<file path="config.mk">
export PLATFORM = sky130hd
export DESIGN_NAME = mem_refill_arbiter
export DESIGN_NICKNAME = d
export VERILOG_FILES = /design/src/rtl/mem_refill_arbiter.sv
export SDC_FILE = /design/constraint.sdc
export NUM_CORES = 1
export LEC_CHECK = 0
export ABC_AREA = 0
export CORE_MARGIN = 2
export CORE_UTILIZATION = 42
export DETAILED_ROUTE_END_ITERATION = 10
export DONT_BUFFER_PORTS = 1
export GPL_ROUTABILITY_DRIVEN = 0
export PLACE_DENSITY = 0.54
export SLEW_MARGIN = 20
export SYNTH_ARGS = -nofsm -noshare
export SYNTH_HDL_FRONTEND = slang
export SYNTH_SLANG_ARGS = --single-unit
</file>
<file path="constraint.sdc">
create_clock -name clk_i -period 7.2 [get_ports clk_i]
set_clock_uncertainty 0.1 [all_clocks]
set_input_delay 1.44 -clock clk_i [delete_from_list [all_inputs] [get_ports clk_i]]
set_output_delay 1.44 -clock clk_i [all_outputs]
set_load 0.02 [all_outputs]
</file>
<file path="src/rtl/mem_refill_arbiter.sv">
// mem_refill_arbiter
//
// Shares one memory read port between the icache and dcache refill paths.
// Requests are arbitrated round-robin, each accepted request takes the
// lowest free transaction ID from a pool of 2^TidWidth, and every response
// is routed back to the requester that owns its ID.
//
// Ports:
//   clk_i           clock, rising edge
//   rst_ni          synchronous active-low reset
//   req_valid_i     per-requester refill request valid
//   req_addr_i      per-requester refill address
//   req_ready_o     per-requester accept strobe (one-hot or zero, combinational)
//   mem_valid_o     outbound request valid (registered)
//   mem_ready_i     downstream accepts the outbound request
//   mem_addr_o      outbound address (registered)
//   mem_tid_o       allocated transaction ID (registered)
//   mem_src_o       index of the originating requester (registered)
//   rsp_valid_i     final response beat valid, frees its ID
//   rsp_tid_i       ID of the response
//   rsp_valid_o     routed response valid, one-hot (combinational)
//   outstanding_o   number of busy IDs (registered)
//   protocol_err_o  sticky: a response arrived for an ID that was not busy
module mem_refill_arbiter #(
    parameter int NrReq     = 2,
    parameter int AddrWidth = 64,
    parameter int TidWidth  = 2,
    localparam int SrcWidth = (NrReq > 1) ? $clog2(NrReq) : 1
) (
    input  logic                              clk_i,
    input  logic                              rst_ni,
    input  logic [NrReq-1:0]                  req_valid_i,
    input  logic [NrReq-1:0][AddrWidth-1:0]   req_addr_i,
    output logic [NrReq-1:0]                  req_ready_o,
    output logic                              mem_valid_o,
    input  logic                              mem_ready_i,
    output logic [AddrWidth-1:0]              mem_addr_o,
    output logic [TidWidth-1:0]               mem_tid_o,
    output logic [SrcWidth-1:0]               mem_src_o,
    input  logic                              rsp_valid_i,
    input  logic [TidWidth-1:0]               rsp_tid_i,
    output logic [NrReq-1:0]                  rsp_valid_o,
    output logic [TidWidth:0]                 outstanding_o,
    output logic                              protocol_err_o
);

    localparam int NrTid    = 1 << TidWidth;
    localparam int CntWidth = TidWidth + 1;

    logic [NrTid-1:0]                busy_q;
    logic [NrTid-1:0]                busy_d;
    logic [NrTid-1:0][SrcWidth-1:0]  owner_q;
    logic [SrcWidth-1:0]             rr_q;

    logic                            out_free;
    logic                            any_free;
    logic                            winner_found;
    logic [SrcWidth-1:0]             winner;
    logic [TidWidth-1:0]             free_tid;
    logic                            grant;
    logic                            rsp_hit;

    // Search offsets from the highest down so the last match is the one
    // closest to rr_q going upward with wrap.
    always_comb begin
        winner       = '0;
        winner_found = 1'b0;
        for (int k = NrReq - 1; k >= 0; k--) begin
            for (int j = 0; j < NrReq; j++) begin
                if (j == (int'(rr_q) + k) % NrReq && req_valid_i[j]) begin
                    winner       = SrcWidth'(j);
                    winner_found = 1'b1;
                end
            end
        end
    end

    always_comb begin
        free_tid = '0;
        for (int t = NrTid - 1; t >= 0; t--) begin
            if (!busy_q[t]) begin
                free_tid = TidWidth'(t);
            end
        end
    end

    assign any_free = ~&busy_q;
    assign out_free = !mem_valid_o || mem_ready_i;
    assign grant    = rst_ni && out_free && any_free && winner_found;
    assign rsp_hit  = rst_ni && rsp_valid_i && busy_q[rsp_tid_i];

    always_comb begin
        req_ready_o = '0;
        rsp_valid_o = '0;
        for (int j = 0; j < NrReq; j++) begin
            req_ready_o[j] = grant && (winner == SrcWidth'(j));
            rsp_valid_o[j] = rsp_hit && (owner_q[rsp_tid_i] == SrcWidth'(j));
        end
    end

    // The freed ID was busy and the allocated one was not, so the two
    // updates never touch the same bit.
    always_comb begin
        busy_d = busy_q;
        if (rsp_hit) begin
            busy_d[rsp_tid_i] = 1'b0;
        end
        if (grant) begin
            busy_d[free_tid] = 1'b1;
        end
    end

    always_ff @(posedge clk_i) begin
        if (!rst_ni) begin
            busy_q         <= '0;
            owner_q        <= '0;
            rr_q           <= '0;
            mem_valid_o    <= 1'b0;
            mem_addr_o     <= '0;
            mem_tid_o      <= '0;
            mem_src_o      <= '0;
            outstanding_o  <= '0;
            protocol_err_o <= 1'b0;
        end else begin
            busy_q        <= busy_d;
            outstanding_o <= CntWidth'($countones(busy_d));

            if (grant) begin
                owner_q[free_tid] <= winner;
                mem_valid_o       <= 1'b1;
                mem_addr_o        <= req_addr_i[winner];
                mem_tid_o         <= free_tid;
                mem_src_o         <= winner;
                rr_q              <= (int'(winner) == NrReq - 1) ? '0 : winner + 1'b1;
            end else if (mem_ready_i) begin
                mem_valid_o <= 1'b0;
            end

            if (rsp_valid_i && !busy_q[rsp_tid_i]) begin
                protocol_err_o <= 1'b1;
            end
        end
    end

endmodule

</file>
# ---- Word level (Yosys, flattened, before mapping)
# Cells that the tools add are included.
dict set report classes {
  addsub 5
  n_mul 0
  div 0
  order_cmp 5
  n_eq_ne 1
  shifts 0
  muxes 27
  bitwise_logic 6
  n_reduce_logical 24
}
# cell count
set ops {}
lappend ops {{$mux 64} 2}
lappend ops {{$logic_not 32->1} 2}
lappend ops {{$logic_and 1x1->1} 16}
lappend ops {{$mux 1} 14}
lappend ops {{$mux 2} 4}
lappend ops {{$mux 4} 2}
lappend ops {{$lt 2x3->1 const B} 2}
lappend ops {{$add 1x1->2} 2}
lappend ops {{$and 4x4->4} 1}
lappend ops {{$bmux 1 s2} 2}
lappend ops {{$bwmux 4} 1}
lappend ops {{$demux 1 s2} 2}
lappend ops {{$ge 2x1->1 const B} 2}
lappend ops {{$not 4->4} 1}
lappend ops {{$or 4x4->4} 1}
lappend ops {{$reduce_and 4->1} 1}
lappend ops {{$add 2x2->3} 1}
lappend ops {{$logic_not 1->1} 3}
lappend ops {{$add 1x1->1 const B} 2}
lappend ops {{$eq 2x2->1 const A} 1}
lappend ops {{$lt 1x2->1 const B} 1}
lappend ops {{$not 1->1} 2}
lappend ops {{$reduce_bool 2->1} 1}
lappend ops {{$and 1x1->1 const A} 1}
lappend ops {{$logic_or 1x1->1} 1}
dict set report word_totals {
  register_bits 81
  latchBits 0
  ramBits 0
  romBits 0
  in_bits 136
  out_inout_bits 76
  word_cells 80
  mem_count 0
}

# ---- Longest topological paths before layout
dict set report logic_depth {
  ltp_word 12
  mapped_depth 8
  depth_no_buf 7
}

# ---- Worst setup path after synthesis
# OpenSTA, ideal clock, no wires.
dict set report synth_timing {
  kind {input to output}
  startpoint {input rsp_tid_i[0]}
  endpoint {output rsp_valid_o[0]}
  arrival_time_ps 2647
  setup_slack_ps 3013
  path_stages 3
  n_path_buf 1
  cell_sequence {buf_2 > mux4_2 > nor3b_1}
}
dict set report synth_between {
  elab_chain_len 4
}
# item line
set synth_lines {}
lappend synth_lines {{start: declaration} 41} ;# input logic [TidWidth-1:0] rsp_tid_i,
lappend synth_lines {{$bmux 1 s2 (on tied branches)} {90, 97}}
lappend synth_lines {{$mux 1 (on tied branches)} {90, 97}}
lappend synth_lines {{$logic_and 1x1->1 or $not 1->1 (tied branches)} {90, 97}}
lappend synth_lines {{$logic_and 1x1->1 *} 97} ;# rsp_valid_o[j] = rsp_hit && (owner_q[rsp_tid_i] == SrcWidth'(j));
lappend synth_lines {{end: declaration} 42} ;# output logic [NrReq-1:0] rsp_valid_o,
# Mark *: on every way between the ends. The rest lies on a longest branch, timed or not. The select of a mux whose other input is x is not followed.

# ---- Final worst setup path
# Same ends and word-level chain as after synthesis.

==> reports/summary.txt <==
WORST SETUP PATH
------------------------------------------------------------------------------------------------------
Critical path arrival                                                                          2490 ps
Critical register-to-register path startpoint                                              mem_valid_o
CP endpoint kind                                                                          primary output
Worst r2r path cells                                                                                 7
Endpoint of the most critical register-to-register path                                   outstanding_o[1]
Worst-path maximum fanout                                                                            8
Worst setup slack for register-to-register paths                                               4750 ps
Critical setup path kind                                                                  primary input to primary output
Cell family with most CP delay                                                            simple AND/OR/NAND/NOR gates
Peak per-stage delay on the critical path                                                       570 ps
Crit path launch type                                                                     primary input
Critical path data required time                                                               5660 ps
Critical path buffer and inverter count                                                              0
Slowest cell on the critical path                                                              nor3b_1
Crit-path cells                                                                           mux4_2 -> nor3b_1

FINISH
------------------------------------------------------------------------------------------------------
Share of post-route cells with drive strength above 1                                            8.06%
Most frequent standard cell in the layout excluding fill and tap cells                         dfxtp_1
Final net count                                                                                    494
Leading cell types in the layout, fill and taps excluded                                  dfxtp_1 (81), mux2i_1 (67), o211ai_1 (64)
Area growth from synthesis to final layout                                                       3.41%
Diodes inserted                                                                                      0
Final Instance Count excl. Fillers                                                                 468

PLACEMENT
------------------------------------------------------------------------------------------------------
Cell count after placement                                                                         452
DP HPWL                                                                                   6180 microns
Total of buffers placed on input and output ports                                                    0

MIN PATH
------------------------------------------------------------------------------------------------------
Min-Delay Path Class                                                                      flip-flop to flip-flop
Worst Hold Path Cells                                                                                2
Endpoint of the worst hold-timing path                                                      owner_q[1]
Hold Path Origin                                                                            owner_q[1]

POWER AND IR DROP
------------------------------------------------------------------------------------------------------
Int Pwr                                                                                         735 uW
Switching Fraction                                                                               29.6%
Power density over the cells                                                               262 nW/um^2
Part of the total power dissipated in combinational logic                                        10.8%
Sequential fraction of design power                                                              54.9%
Total leakage power                                                                         0.00163 uW
Sw Pwr                                                                                          309 uW
Clock share of power                                                                             34.4%
Max rail drop VDD                                                                          0.0000854 V

TIMING
------------------------------------------------------------------------------------------------------
Relative slew slack                                                                              28.4%
Number of setup violations in the final report                                                       0
Final count of hold timing violations                                                                0
Final total negative setup slack                                                                  0 ps
Max-slew violations                                                                                  0
Highest clock frequency the design can meet                                                  0.248 GHz
Slew at the pin closest to its max-slew limit                                                  1070 ps
Final worst path period need                                                                   4030 ps
RSZ-0062 raised after global routing                                                             false
Share of the cycle needed by the critical path after routing                                     56.0%

CLOCKING
------------------------------------------------------------------------------------------------------
CTS tree                                                                                         built
Sink count of the clock tree                                                                        81
CTS root buf                                                                                  clkbuf_8
Hold bufs inserted after CTS                                                                         0
Number of setup buffers added after CTS                                                              0
Number of buffers on the longest clock path                                                          2
TritonCTS buffer count                                                                               9
Clock transition at the register clock pins on the worst setup and hold paths after CTS          80 ps
Insertion delay to the later sink of the worst-skew pair                                        350 ps
Number of levels the H-tree was split into                                                           3
Number of instances resized during post-cts repair                                                   0

RUN STATUS
------------------------------------------------------------------------------------------------------
Result of the run                                                                         finished clean

ROUTE
------------------------------------------------------------------------------------------------------
First-pass DRT Iterations                                                                            4
Total via count in the routed design                                                             2,885
Drc violations                                                                                       0
Via count normalized by instance count                                                            6.16
Number of nets with antenna violations after routing                                                 0
Wirelength, routed                                                                        9360 microns
WL/cell                                                                                   20.0 microns
DRC violation total after the first TritonRoute iteration                                           93

LOGIC SYNTHESIS
------------------------------------------------------------------------------------------------------
Async SR Flop Fraction                                                                              0%
Leading register cell type out of synthesis                                                    dfxtp_1
Yosys warnings                                                                                       0
Number of distinct standard cells referenced by the synthesized netlist                             43
Average cell area after synthesis                                                           10.1 sq um
#FFs+latches synth                                                                                  81
Sequential cell area fraction in the yosys report                                                42.1%
Post-Syn Instances                                                                                 381
Cell area after technology mapping                                                          3850 sq um
Post-Synthesis Net Count                                                                           520
Count of flip-flops with a built-in enable after synthesis                                           0

GLOBAL ROUTING
------------------------------------------------------------------------------------------------------
Wire length of the first global-routing pass                                              14,300 microns
Combined global-route utilization of all metal layers                                            18.0%
Aggregate global routing overflow                                                                    0
Pin count of the biggest net entering global routing                                                88
Number of global-route vias before repair                                                        2,669
Number of antenna violations at the first check in global routing                                    0

FLOORPLAN
------------------------------------------------------------------------------------------------------
Floorplan die area                                                                          9950 sq um
Number of rows created at floorplan                                                                 34
Area of the placeable core                                                                  8810 sq um
Ports placed on the boundary                                                                       212
Die Span X                                                                                99.7 microns
Starting Density                                                                                 43.7%
Die height                                                                                99.7 microns

FLOW RUN
------------------------------------------------------------------------------------------------------
Max_cap viols                                                                                        0

==> logic make-up (layout without fill, tap and decap cells) <==
logic type,Yosys count,count (layout),share of synthesized area [%]
buffers and inverters,43,22,7.12
adder cells (fa/ha/maj),3,3,1.17
flip-flops,81,81,42.1
multiplexers,69,69,18.6
AO/OA/AOI/OAI,145,145,23.9
AND/OR/NAND/NOR,40,40,7.12
==> flip-flops by register name, indices dropped and copies added, names as in the netlist <==
name and cells:
owner_q 4, mem_valid_o 1, mem_addr_o 64, busy_q 4
outstanding_o 3, mem_tid_o 2, rr_q 1, protocol_err_o 1
mem_src_o 1
==> metal layers <==
layer / vias up / GRT usage (%) / wire length (microns)
li1: 1391 / - / -
met1: 1325 / 22.4 / 3780
met2: 156 / 29.6 / 4590
met3: 13 / 4.92 / 822
met4: 0 / 7.17 / 168
met5: - / 0 / 0
==> worst max-delay path by stage <==
stage	start	endpoint	slack [ps]	cells past startpoint
after global routing	rsp_tid_i[0]	rsp_valid_o[0]	3120	2
after CTS	rsp_tid_i[0]	rsp_valid_o[0]	3150	2
after detailed placement	rsp_tid_i[0]	rsp_valid_o[0]	3160	2
final	rsp_tid_i[0]	rsp_valid_o[0]	3170	2
after global placement	rsp_tid_i[0]	rsp_valid_o[0]	3160	2
after floorplan	rsp_tid_i[0]	rsp_valid_o[0]	3010	3
==> synth_stat cells, drive strengths merged, types with 2 or more instances <==
| cell type | instances | area, sq um |
|---|---|---|
| o21ai | 69 | 349 |
| nor2b | 2 | 12.5 |
| o211ai | 64 | 480 |
| dfxtp | 81 | 1620 |
| mux4 | 2 | 45.0 |
| clkbuf | 14 | 53.8 |
| buf | 27 | 213 |
| mux2i | 67 | 671 |
| nor3b | 2 | 15.0 |
| nor4 | 2 | 33.8 |
| a21oi | 2 | 10.0 |
| nand2b | 2 | 12.5 |
| nor4b | 2 | 23.8 |
| and2 | 6 | 37.5 |
| nand4b | 2 | 17.5 |
| nor2 | 3 | 11.3 |
| nand2 | 10 | 37.5 |
| nand3 | 3 | 20.0 |
| nand4 | 2 | 18.8 |
| a21o | 3 | 22.5 |
| inv | 2 | 7.51 |
| ha | 2 | 25.0 |
==> cell type report <==
class / instances / area, sq um
fillers: 871 / 4820
multi-input cells: 257 / 1980
flip-flops and latches: 81 / 1620
well taps: 108 / 135
clock buffers: 11 / 131
clock inverters: 5 / 80.1
repair buffers: 4 / 30.0
inverters: 2 / 7.51
==> through the flow <==
step / hold slack, ps / instance area (sq um) / total power, uW / worst slack (ps) / util (%)
global route: 378 / 3980 / 1100 / 3120 / 45.2
detailed placement: 355 / 3770 / 700 / 3160 / 42.8
global placement: 361 / 3770 / 697 / 3160 / 42.8
finish: 367 / 3980 / 1040 / 3170 / 45.2
floorplan: 332 / 3850 / 683 / 3010 / -
CTS: 367 / 3980 / 1060 / 3150 / 45.2
==> power groups by stage <==
stage	Clock [uW]	Combinational (uW)	Sequential, uW
2_1_floorplan	0	112	571
3_3_place_gp	0	112	585
3_5_place_dp	0	115	585
4_1_cts	371	115	575
5_1_grt	392	126	578
6_report	359	112	573
Note: power is estimated with default switching activity, not from simulation.
